[config.mk]
export PLATFORM = sky130hd
export DESIGN_NAME = uart_sample_assembler
export DESIGN_NICKNAME = d
export VERILOG_FILES = /design/src/rtl/uart_sample_assembler.sv
export SDC_FILE = /design/constraint.sdc
export NUM_CORES = 1
export LEC_CHECK = 0
export CAP_MARGIN = 20
export CORE_MARGIN = 2
export CORE_UTILIZATION = 53
export DETAILED_ROUTE_END_ITERATION = 12
export GPL_ROUTABILITY_DRIVEN = 0
export PLACE_DENSITY = 0.75
export SYNTH_ARGS = -nofsm -noshare
export SYNTH_HDL_FRONTEND = slang
export SYNTH_SLANG_ARGS = --single-unit
[constraint.sdc]
create_clock -name in_Clock -period 2.3 [get_ports in_Clock]
set_clock_uncertainty 0.05 [all_clocks]
set_input_delay 0.46 -clock in_Clock [delete_from_list [all_inputs] [get_ports in_Clock]]
set_output_delay 0.46 -clock in_Clock [all_outputs]
set_load 0.03 [all_outputs]
[src/rtl/uart_sample_assembler.sv]
// uart_sample_assembler
//
// Builds 16-bit samples from a byte stream that comes from a UART receiver.
// A frame is four bytes: HEADER, LSB, MSB, CHK, where CHK = LSB ^ MSB.
// When a frame checks out, {MSB,LSB} goes into a single-entry output
// register that uses a valid/ready handshake. If the consumer has not taken
// the previous sample yet, the new sample is dropped and an overflow pulse
// is raised. If the link goes quiet in the middle of a frame, the partial
// frame is abandoned after TIMEOUT_CLKS idle clocks.
//
// Parameters
//   HEADER        frame start byte
//   TIMEOUT_CLKS  idle clocks allowed between bytes inside a frame (2..65535)
//
// Ports
//   in_Clock          clock; all logic is on its rising edge
//   in_Reset          synchronous active-high reset
//   in_Rx_DV          one-cycle strobe; in_Rx_Byte is valid on this cycle
//   in_Rx_Byte        received byte
//   out_Sample_Valid  out_Sample holds a sample that has not been consumed
//   in_Sample_Ready   consumer takes the sample when out_Sample_Valid=1
//   out_Sample        assembled sample {MSB,LSB}
//   out_Chk_Err       one-cycle pulse: checksum mismatch
//   out_Timeout       one-cycle pulse: partial frame abandoned
//   out_Overflow      one-cycle pulse: good frame dropped, output register full
//
// state   | meaning
// --------+-------------------------------------------------
// IDLE    | hunting for HEADER; other bytes are ignored
// GET_LSB | header seen, next byte is the sample LSB
// GET_MSB | LSB stored, next byte is the sample MSB
// GET_CHK | LSB/MSB stored, next byte is the XOR checksum

module uart_sample_assembler #(
  parameter logic [7:0] HEADER       = 8'hA5,
  parameter int unsigned TIMEOUT_CLKS = 2000
) (
  input  logic        in_Clock,
  input  logic        in_Reset,
  input  logic        in_Rx_DV,
  input  logic [7:0]  in_Rx_Byte,
  output logic        out_Sample_Valid,
  input  logic        in_Sample_Ready,
  output logic [15:0] out_Sample,
  output logic        out_Chk_Err,
  output logic        out_Timeout,
  output logic        out_Overflow
);

  typedef enum logic [1:0] {
    IDLE    = 2'd0,
    GET_LSB = 2'd1,
    GET_MSB = 2'd2,
    GET_CHK = 2'd3
  } state_t;

  // Terminal count of the inter-byte idle counter.
  localparam logic [15:0] TO_LAST = 16'(TIMEOUT_CLKS - 1);

  state_t      state, state_nxt;
  logic [15:0] cnt, cnt_nxt;
  logic [7:0]  lsb, lsb_nxt;
  logic [7:0]  msb, msb_nxt;

  logic        frame_done;
  logic        chk_bad;
  logic        to_hit;
  logic        sample_load;
  logic        sample_drop;
  logic        valid_nxt;

  // Shared handling for the three in-frame states. When no byte arrives,
  // the counter runs toward TO_LAST. A byte that arrives on the
  // terminal-count cycle still wins, because the byte path is checked first.
  always_comb begin
    state_nxt  = state;
    cnt_nxt    = cnt;
    lsb_nxt    = lsb;
    msb_nxt    = msb;
    frame_done = 1'b0;
    chk_bad    = 1'b0;
    to_hit     = 1'b0;

    if (state == IDLE) begin
      cnt_nxt = 16'h0000;
      if (in_Rx_DV && (in_Rx_Byte == HEADER)) begin
        state_nxt = GET_LSB;
      end
    end else if (in_Rx_DV) begin
      cnt_nxt = 16'h0000;
      case (state)
        GET_LSB: begin
          lsb_nxt   = in_Rx_Byte;
          state_nxt = GET_MSB;
        end
        GET_MSB: begin
          msb_nxt   = in_Rx_Byte;
          state_nxt = GET_CHK;
        end
        GET_CHK: begin
          state_nxt = IDLE;
          if (in_Rx_Byte == (lsb ^ msb)) begin
            frame_done = 1'b1;
          end else begin
            chk_bad = 1'b1;
          end
        end
        default: state_nxt = IDLE;
      endcase
    end else if (cnt == TO_LAST) begin
      to_hit    = 1'b1;
      cnt_nxt   = 16'h0000;
      state_nxt = IDLE;
    end else begin
      cnt_nxt = cnt + 16'd1;
    end
  end

  // Output register handshake. A consumer handshake on the same cycle frees
  // the register, so the new sample can be loaded straight away.
  always_comb begin
    sample_load = frame_done && (!out_Sample_Valid || in_Sample_Ready);
    sample_drop = frame_done && out_Sample_Valid && !in_Sample_Ready;
    valid_nxt   = out_Sample_Valid;
    if (sample_load) begin
      valid_nxt = 1'b1;
    end else if (out_Sample_Valid && in_Sample_Ready) begin
      valid_nxt = 1'b0;
    end
  end

  always_ff @(posedge in_Clock) begin
    if (in_Reset) begin
      state            <= IDLE;
      cnt              <= 16'h0000;
      lsb              <= 8'h00;
      msb              <= 8'h00;
      out_Sample       <= 16'h0000;
      out_Sample_Valid <= 1'b0;
      out_Chk_Err      <= 1'b0;
      out_Timeout      <= 1'b0;
      out_Overflow     <= 1'b0;
    end else begin
      state            <= state_nxt;
      cnt              <= cnt_nxt;
      lsb              <= lsb_nxt;
      msb              <= msb_nxt;
      out_Sample_Valid <= valid_nxt;
      out_Chk_Err      <= chk_bad;
      out_Timeout      <= to_hit;
      out_Overflow     <= sample_drop;
      if (sample_load) begin
        // The MSB of the frame is the CHK-state byte's predecessor, which
        // is already in msb; lsb_nxt equals lsb in GET_CHK.
        out_Sample <= {msb, lsb};
      end
    end
  end

endmodule

==> impl_metrics.ini, run 1 <==
[routing]
vias = 1782
met3_length_um = 251
first_iter_violations = 104
wl_per_cell_um = 13.3
totalWireLength_um = 4530
highest_layer = met4
drt_pass1_iterations = 4
vias_per_cell = 5.23
drt-met1-wl_um = 2320
final_antenna_net_count = 0
wl_met2_um = 1900
drcViolationCount = 0

[timing]
tightest_slew_ns = 0.608
fin_crit_sh_pct = 90.8
fin_hold_ws_ns = 0.428
finalSetupViolations = 0
finalHoldViolations = 0
layout_setup_ws_ns = 0.211
rsz0062_at_grt = false
finalMaxSlewViolations = 0
clock.fmax_mhz = 479
fin_crit_ns = 2.09
slew_headroom_pct = 59.1

[setup_path]
worst_setup_path_end_kind = flip-flop
crit_path_top_delay_cell = clkdlybuf4s50_1
critical_path.max_fanout = 15
path_class = input pin to flip-flop
r2r-start = state[0]$_SDFFE_PP0P_
crit_path_cell_trace = clkdlybuf4s50_1, xnor3_1, nand4_2, nor4b_4, buf_12, mux2i_1, nor2_1
critPathLaunch = in_Rx_Byte[5]
max_stage_delay_ns = 0.46
cp.required_ns = 2.45
rr_endpoint = out_Sample[0]$_SDFFE_PP0P_
worstRegToRegCells = 8
r2r_slack_ns = 0.27
start_kind = input pin
arrival_ns = 2.24

[grt]
grt_max_degree = 21
overflow = 0
grt_pass1_vias = 1677
grt_pass1_wl_um = 7900
antenna_found_initial = 0
globalRouteTotalUtil_pct = 19.9

[floorplanning]
initial_utilization_pct = 54.6
die_h_um = 70.5
dieArea_um2 = 4970
core_um2 = 4290
num_rows = 24
fp.dieW_um = 70.5
boundaryPins = 32

[hold_path]
hold_class = flip-flop to flip-flop
hold_end = msb[5]$_SDFFE_PP0P_
whs_path_depth = 2
hold_path.startpoint = msb[5]$_SDFFE_PP0P_

[yosys]
syn-num-nets = 263
synth-compound-area-share_pct = 4.86
synthCells = 246
syn_area_um2 = 2340
async_flop_share_pct = 0
synth-xor-area-share_pct = 13.1
ys_warn_count = 0
syn_area_per_cell_um2 = 9.53
ys_seq_area_share_pct = 46.1
synth-simple-area-share_pct = 23.4
muxShareOfSynthArea_pct = 6.83
synth_enable_flop_cells = 0
synth-seq-cells = 54
synth_top_family_by_area = simple AND/OR/NAND/NOR gates
ys_types = 31
synth-adder-area-share_pct = 2.67
synth_flop_cell = dfxtp_1

[clock_network]
clk_path_buf_depth = 2
clk_latency_ns = 0.30
clk_pin_slew_ns = 0.09
clock-sinks = 54
cts_buffers = 5
cts_tree = built
cts_htree_levels = 2
hold_buffers = 0
cts_setup_buffers = 0
cts_root_buf = clkbuf_8
cts_resized = 0

[pwr]
p_leak_nw = 1.02
p_per_area_nw_per_um2 = 535
irDropWorstVdd_v = 0.000340

[final_layout]
seq_area_um2 = 1080
area_growth_pct = 22.8
layout-drive-gt1-share_pct = 10.0
final_common_cell = dfxtp_1
fillers = 361
multi_input_area_um2 = 1200
fin_nets = 305
n_antenna_cell = 0
layout_common_cells = dfxtp_1 (54), nor2_1 (35), clkdlybuf4s50_1 (31)
utilization_pct = 67.1

[place]
dpl_worst_slack_ns = -0.0897
dpl.hpwl_um = 3280
portBuffers = 31

[status]
status = finished, final reports clean

[run]
maxCapViolCount = 0
[state kept, by name (all words and copies together), names as in the netlist]
register / cells
out_Sample_Valid: 1
lsb: 8
state: 2
out_Timeout: 1
msb: 8
out_Sample: 16
out_Chk_Err: 1
cnt: 16
out_Overflow: 1
[critical path: cells and delay by family]
family / cells / cell delay (ns)
AND/OR/NAND/NOR: 3 / 0.57
XOR/XNOR: 1 / 0.32
multiplexers: 1 / 0.21
buffers and inverters: 2 / 0.67
[cells by family (layout without fill, tap and decap cells)]
group / after synthesis / after routing
DFF: 54 / 54
and+or+nand+nor: 114 / 114
xor gates and xnor gates: 22 / 22
buffers and inverters: 13 / 56
AOI/OAI and AO/OA: 22 / 22
muxes: 16 / 16
adders and majority gates: 5 / 5
[how the worst max path moves through the flow]
stage | endpoint | cells past startpoint | slack, ns
after floorplan | out_Sample[0]$_SDFFE_PP0P_ | 9 | 0.39
after global placement | out_Sample[8]$_SDFFE_PP0P_ | 7 | -0.06
after detailed placement | out_Sample[9]$_SDFFE_PP0P_ | 7 | -0.09
after CTS | out_Sample[9]$_SDFFE_PP0P_ | 7 | 0.22
after global routing | out_Sample[0]$_SDFFE_PP0P_ | 7 | 0.09
final | out_Sample[0]$_SDFFE_PP0P_ | 7 | 0.21
[area by class of cell]
| class | instances | area share, % |
|---|---|---|
| sequential | 54 | 37.5 |
| timing repair buffer | 46 | 15.1 |
| clock inverter | 1 | 0.174 |
| tap | 52 | 2.26 |
| clock buffer | 7 | 3.00 |
| multi-input combinational | 179 | 41.7 |
| inverter | 2 | 0.261 |
[metrics by stage]
stage	power (mW)	area (um2)	TNS, ns	instances
final	1.54	2880	0	341
after global routing	1.60	2880	0	341
after CTS	1.56	2880	0	341
after detailed placement	1.03	2790	-1.19	333
after global placement	1.03	2790	-0.746	333
after floorplan	0.983	2340	0	246
[synthesized netlist by cell type, types with 2 or more instances]
cell,instances,area (um2)
nand4_1,2,12.5
nor2b_1,2,12.5
nor2_1,35,131
nor4_1,2,12.5
dfxtp_1,54,1080
inv_1,2,7.51
nor3_1,5,25.0
xnor3_1,5,113
nand2_1,28,105
xnor2_1,7,61.3
nand2b_1,2,12.5
xor2_1,7,61.3
mux2i_1,16,160
a21oi_1,18,90.1
ha_1,5,62.6
buf_4,2,15.0
and3_1,6,37.5
clkbuf_1,8,30.0
o21ai_0,2,10.0
xnor3_2,3,71.3
nand3_1,25,125
[per-layer routing]
layer,vias up,GRT usage [%]
met4,0,6.41
met1,804,29.2
met3,6,5.05
li1,927,-
met5,-,0
met2,45,28.6
[power by group]
part	switching, mW	internal [mW]
Clock	0.290	0.243
Combinational	0.0293	0.0437
Sequential	0.0000635	0.934
Total	0.319	1.22
No activity file was read; power rests on OpenSTA's default activity.
==> run 2: changes to the inputs <==
--- a/config.mk
+++ b/config.mk
@@ -11,6 +11,7 @@
 export DETAILED_ROUTE_END_ITERATION = 12
 export GPL_ROUTABILITY_DRIVEN = 0
 export PLACE_DENSITY = 0.75
+export RECOVER_POWER = 25
 export SYNTH_ARGS = -nofsm -noshare
 export SYNTH_HDL_FRONTEND = slang
 export SYNTH_SLANG_ARGS = --single-unit
==> run 2 against run 1 <==
Against the previous run:
- first-iteration DRC count down 1.9%
- largest cell class unchanged
- sequential power about the same
- hold slack about the same
- flip-flop and latch count unchanged
- largest power group unchanged
- wire length up 0.26%
- utilization down 0.20 points
==> impl_metrics.ini, run 2 (synthesis results as in run 1) <==
[timing]
setup_tns_ns = 0
clock.fmax_mhz = 479
rsz0062_at_grt = false
slew_headroom_pct = 59.0
finalSetupViolations = 0
fin_crit_ns = 2.09
fin_crit_sh_pct = 90.8
finalMaxSlewViolations = 0
tightest_slew_ns = 0.610
layout_setup_ws_ns = 0.211
finalHoldViolations = 0
fin_hold_ws_ns = 0.428

[place]
placed_cell_area_um2 = 2790
place_inst = 333
portBuffers = 31
dpl_worst_slack_ns = -0.0897
dpl.hpwl_um = 3280

[floorplanning]
boundaryPins = 32
core_um2 = 4290
initial_utilization_pct = 54.6
die_h_um = 70.5
fp.dieW_um = 70.5
dieArea_um2 = 4970
num_rows = 24

[setup_path]
crit_path_cell_trace = clkdlybuf4s50_1, xnor3_1, nand4_2, nor4b_4, buf_12, mux2i_1, nor2_1
critical_path.max_fanout = 15
crit_family = buffers and inverters
max_stage_delay_ns = 0.46
start_kind = input pin
worstPathBufferInverterCount = 2
worst_setup_path_end_kind = flip-flop
cp.required_ns = 2.45
path_class = input pin to flip-flop
arrival_ns = 2.24
crit_path_top_delay_cell = clkdlybuf4s50_1

[routing]
drt_pass1_iterations = 4
vias = 1785
vias_per_cell = 5.23
first_iter_violations = 102
totalWireLength_um = 4540
final_antenna_net_count = 0
wl_per_cell_um = 13.3
drcViolationCount = 0

[final_layout]
area_growth_pct = 22.5
final_cell_area_um2 = 2870
utilization_pct = 66.9
reg.largest.list = cnt: 16 flops, out_Sample: 16 flops
finalNonFillerCells = 341
layout-drive-gt1-share_pct = 9.69
fin_nets = 305
n_antenna_cell = 0
fillers = 364
final_common_cell = dfxtp_1
layout_common_cells = dfxtp_1 (54), nor2_1 (35), nand2_1 (28)

[clock_network]
clk_pin_slew_ns = 0.09
clock-sinks = 54
clk_path_buf_depth = 2
cts_buffers = 5
cts_resized = 0
cts_htree_levels = 2
cts_root_buf = clkbuf_8
clk_latency_ns = 0.30
hold_buffers = 0
cts_tree = built
cts_setup_buffers = 0

[pwr]
irDropWorstVdd_v = 0.000363
finalPower_mw = 1.54
p_leak_nw = 1.07
p_per_area_nw_per_um2 = 537

[grt]
antenna_found_initial = 0
grt_max_degree = 21
overflow = 0
grt_pass1_vias = 1677
globalRouteTotalUtil_pct = 19.9
grt_pass1_wl_um = 7900

[status]
status = finished, final reports clean

[hold_path]
hold_class = flip-flop to flip-flop

[run]
maxCapViolCount = 0
## run 2: changes by cell type in the layout (fill, tap and decap cells not counted)
cell / before / now
clkdlybuf4s50_1: 31 / 18
dlygate4sd3_1: 0 / 13
buf_4: 14 / 13
clkbuf_2: 0 / 1
nor4_1: 2 / 3
nor4_2: 1 / 0
## run 2: worst paths after layout
check / startpoint / to / slack [ns] / cells after the start
min: msb[5]$_SDFFE_PP0P_ / msb[5]$_SDFFE_PP0P_ / 0.43 / 2
min reg2reg: msb[5]$_SDFFE_PP0P_ / msb[5]$_SDFFE_PP0P_ / 0.43 / 2
max reg2reg: state[0]$_SDFFE_PP0P_ / out_Sample[0]$_SDFFE_PP0P_ / 0.28 / 8
max: in_Rx_Byte[5] / out_Sample[0]$_SDFFE_PP0P_ / 0.21 / 7
## run 2: layer usage
metal / global-route usage, % / share of wire, % / routed length [um]
met5: 0 / 0 / 0
met3: 5.05 / 6.4 / 292
met2: 28.6 / 42 / 1910
met4: 6.41 / 1.3 / 57
met1: 29.2 / 50 / 2280
## run 2: area by class of cell
class | count | area (um2) | share of cell area, %
multi-input cells | 179 | 1190 | 41.6
flip-flops and latches | 54 | 1080 | 37.6
repair buffers | 46 | 433 | 15.1
clock buffers | 7 | 86.3 | 3.01
well taps | 52 | 65.1 | 2.27
inverters | 2 | 7.51 | 0.261
clock inverters | 1 | 5.00 | 0.174
## run 2: worst register-to-register path: stages, from the launching register on
cell	delay [ns]
dfxtp_1	0.40
inv_1	0.08
ha_1	0.26
nor2b_1	0.16
nand2_1	0.13
nor4b_4	0.37
buf_12	0.21
mux2i_1	0.22
nor2_1	0.05
## run 2: power breakdown
group / internal (mW) / switching (mW)
Combinational: 0.0437 / 0.0292
Sequential: 0.934 / 0.0000642
Clock: 0.244 / 0.290
Total: 1.22 / 0.320
==> run 3: changes to the inputs <==
--- a/config.mk
+++ b/config.mk
@@ -10,8 +10,9 @@
 export CORE_UTILIZATION = 53
 export DETAILED_ROUTE_END_ITERATION = 12
 export GPL_ROUTABILITY_DRIVEN = 0
-export PLACE_DENSITY = 0.75
+export PLACE_DENSITY = 0.88
 export RECOVER_POWER = 25
 export SYNTH_ARGS = -nofsm -noshare
 export SYNTH_HDL_FRONTEND = slang
 export SYNTH_SLANG_ARGS = --single-unit
+export TNS_END_PERCENT = 50
==> run 3 against run 2 <==
Against the previous run:
- critical path depth unchanged
- hold slack gained 0.0085 ns
- critical endpoint is now out_Sample[10]$_SDFFE_PP0P_
- largest power group unchanged
- utilization down 0.64 points
==> impl_metrics.ini, run 3 (synthesis results as in run 1) <==
[final_layout]
final_common_cell = dfxtp_1
n_antenna_cell = 0
layout_common_cells = dfxtp_1 (54), nor2_1 (35), nand2_1 (28)
finalNonFillerCells = 337
reg.largest.list = cnt: 16 flops, out_Sample: 16 flops
utilization_pct = 66.2
fin_nets = 302
layout-drive-gt1-share_pct = 8.77
area_growth_pct = 21.3

[setup_path]
cp.required_ns = 2.43
crit_path_top_delay_cell = clkdlybuf4s50_1
max_stage_delay_ns = 0.49
critPathLaunch = in_Rx_Byte[3]
rr_endpoint = out_Sample[10]$_SDFFE_PP0P_
r2r_slack_ns = 0.21
start_kind = input pin
crit_path_cell_trace = clkdlybuf4s50_1, xnor3_1, nand4_1, nor4b_4, buf_12, mux2i_1, nor2_1
crit_end = out_Sample[10]$_SDFFE_PP0P_
worst_setup_path_end_kind = flip-flop
path_class = input pin to flip-flop
r2r-start = state[0]$_SDFFE_PP0P_
critical_path.max_fanout = 16
worstRegToRegCells = 8
arrival_ns = 2.24

[timing]
rsz0062_at_grt = false
finalHoldViolations = 0
finalMaxSlewViolations = 0
slew_headroom_pct = 63.0
finalSetupViolations = 0
fin_hold_ws_ns = 0.436
fin_crit_ns = 2.10
tightest_slew_ns = 0.549
clock.fmax_mhz = 475
layout_setup_ws_ns = 0.195
fin_crit_sh_pct = 91.5

[floorplanning]
num_rows = 24
initial_utilization_pct = 54.6
die_h_um = 70.5
boundaryPins = 32
fp.dieW_um = 70.5
dieArea_um2 = 4970
core_um2 = 4290

[pwr]
p_per_area_nw_per_um2 = 532
p_leak_nw = 1.05
irDropWorstVdd_v = 0.000300
finalPower_mw = 1.51

[clock_network]
hold_buffers = 0
cts_resized = 0
cts_root_buf = clkbuf_8
clk_latency_ns = 0.31
cts_setup_buffers = 0
cts_htree_levels = 2
clk_pin_slew_ns = 0.09
clk_path_buf_depth = 2
clock-sinks = 54
cts_buffers = 5
cts_tree = built

[grt]
grt_max_degree = 38
overflow = 0
grt_pass1_wl_um = 7980
globalRouteTotalUtil_pct = 19.8
antenna_found_initial = 0
grt_pass1_vias = 1743

[routing]
drt_pass1_iterations = 4
drcViolationCount = 0
first_iter_violations = 96
final_antenna_net_count = 0
totalWireLength_um = 4720
vias_per_cell = 5.38
vias = 1814
wl_per_cell_um = 14.0

[place]
portBuffers = 31
dpl.hpwl_um = 3390
place_inst = 330
dpl_worst_slack_ns = -0.113

[run]
maxCapViolCount = 0

[hold_path]
hold_class = flip-flop to flip-flop

[status]
status = finished, final reports clean
[run 3: cell types whose count changed in the layout (fill, tap and decap cells not counted), sizes merged]
cell	before	now
clkbuf	8	5
buf	14	12
clkdlybuf4s50	18	16
clkinvlp	0	2
dlygate4sd3	13	15
clkinv	1	0
[run 3: layout make-up]
type	count	area, um2
well taps	52	65.1
clock inverters	2	15.0
flip-flops and latches	54	1080
fillers	358	1450
clock buffers	5	68.8
repair buffers	43	413
inverters	2	7.51
multi-input cells	179	1190
[run 3: worst max-delay path, delay by kind of cell]
| family | cells | cell delay, ns |
|---|---|---|
| xor gates and xnor gates | 1 | 0.34 |
| buffers and inverters | 2 | 0.70 |
| muxes | 1 | 0.21 |
| and+or+nand+nor | 3 | 0.51 |
[run 3: metal layers]
| metal | vias up | track usage [%] | share of wire [%] |
|---|---|---|---|
| li1 | 920 | - | - |
| met1 | 840 | 25.7 | 46 |
| met2 | 44 | 33.4 | 49 |
| met3 | 10 | 3.61 | 3.6 |
| met4 | 0 | 6.62 | 1.7 |
| met5 | - | 0 | 0 |
[run 3: per-stage QoR]
stage          area (um2)  TNS [ns]
2_1_floorplan        2340         0
3_3_place_gp         2770    -0.695
3_5_place_dp         2770     -1.64
4_1_cts              2850         0
5_1_grt              2840         0
6_report             2840         0
[run 3: worst min path at each step]
stage | from | end | cells after the start
2_1_floorplan | cnt[0]$_SDFF_PP0_ | cnt[0]$_SDFF_PP0_ | 1
5_1_grt | msb[1]$_SDFFE_PP0P_ | msb[1]$_SDFFE_PP0P_ | 2
4_1_cts | msb[1]$_SDFFE_PP0P_ | msb[1]$_SDFFE_PP0P_ | 2
3_3_place_gp | cnt[0]$_SDFF_PP0_ | cnt[0]$_SDFF_PP0_ | 1
3_5_place_dp | cnt[0]$_SDFF_PP0_ | cnt[0]$_SDFF_PP0_ | 1
6_report | cnt[0]$_SDFF_PP0_ | cnt[0]$_SDFF_PP0_ | 1
[run 3: where the power goes]
part	switching, mW	total (mW)	internal (mW)
Sequential	0.0000675	0.934	0.934
Combinational	0.0295	0.0716	0.0421
Clock	0.298	0.506	0.208
Total	0.327	1.51	1.18
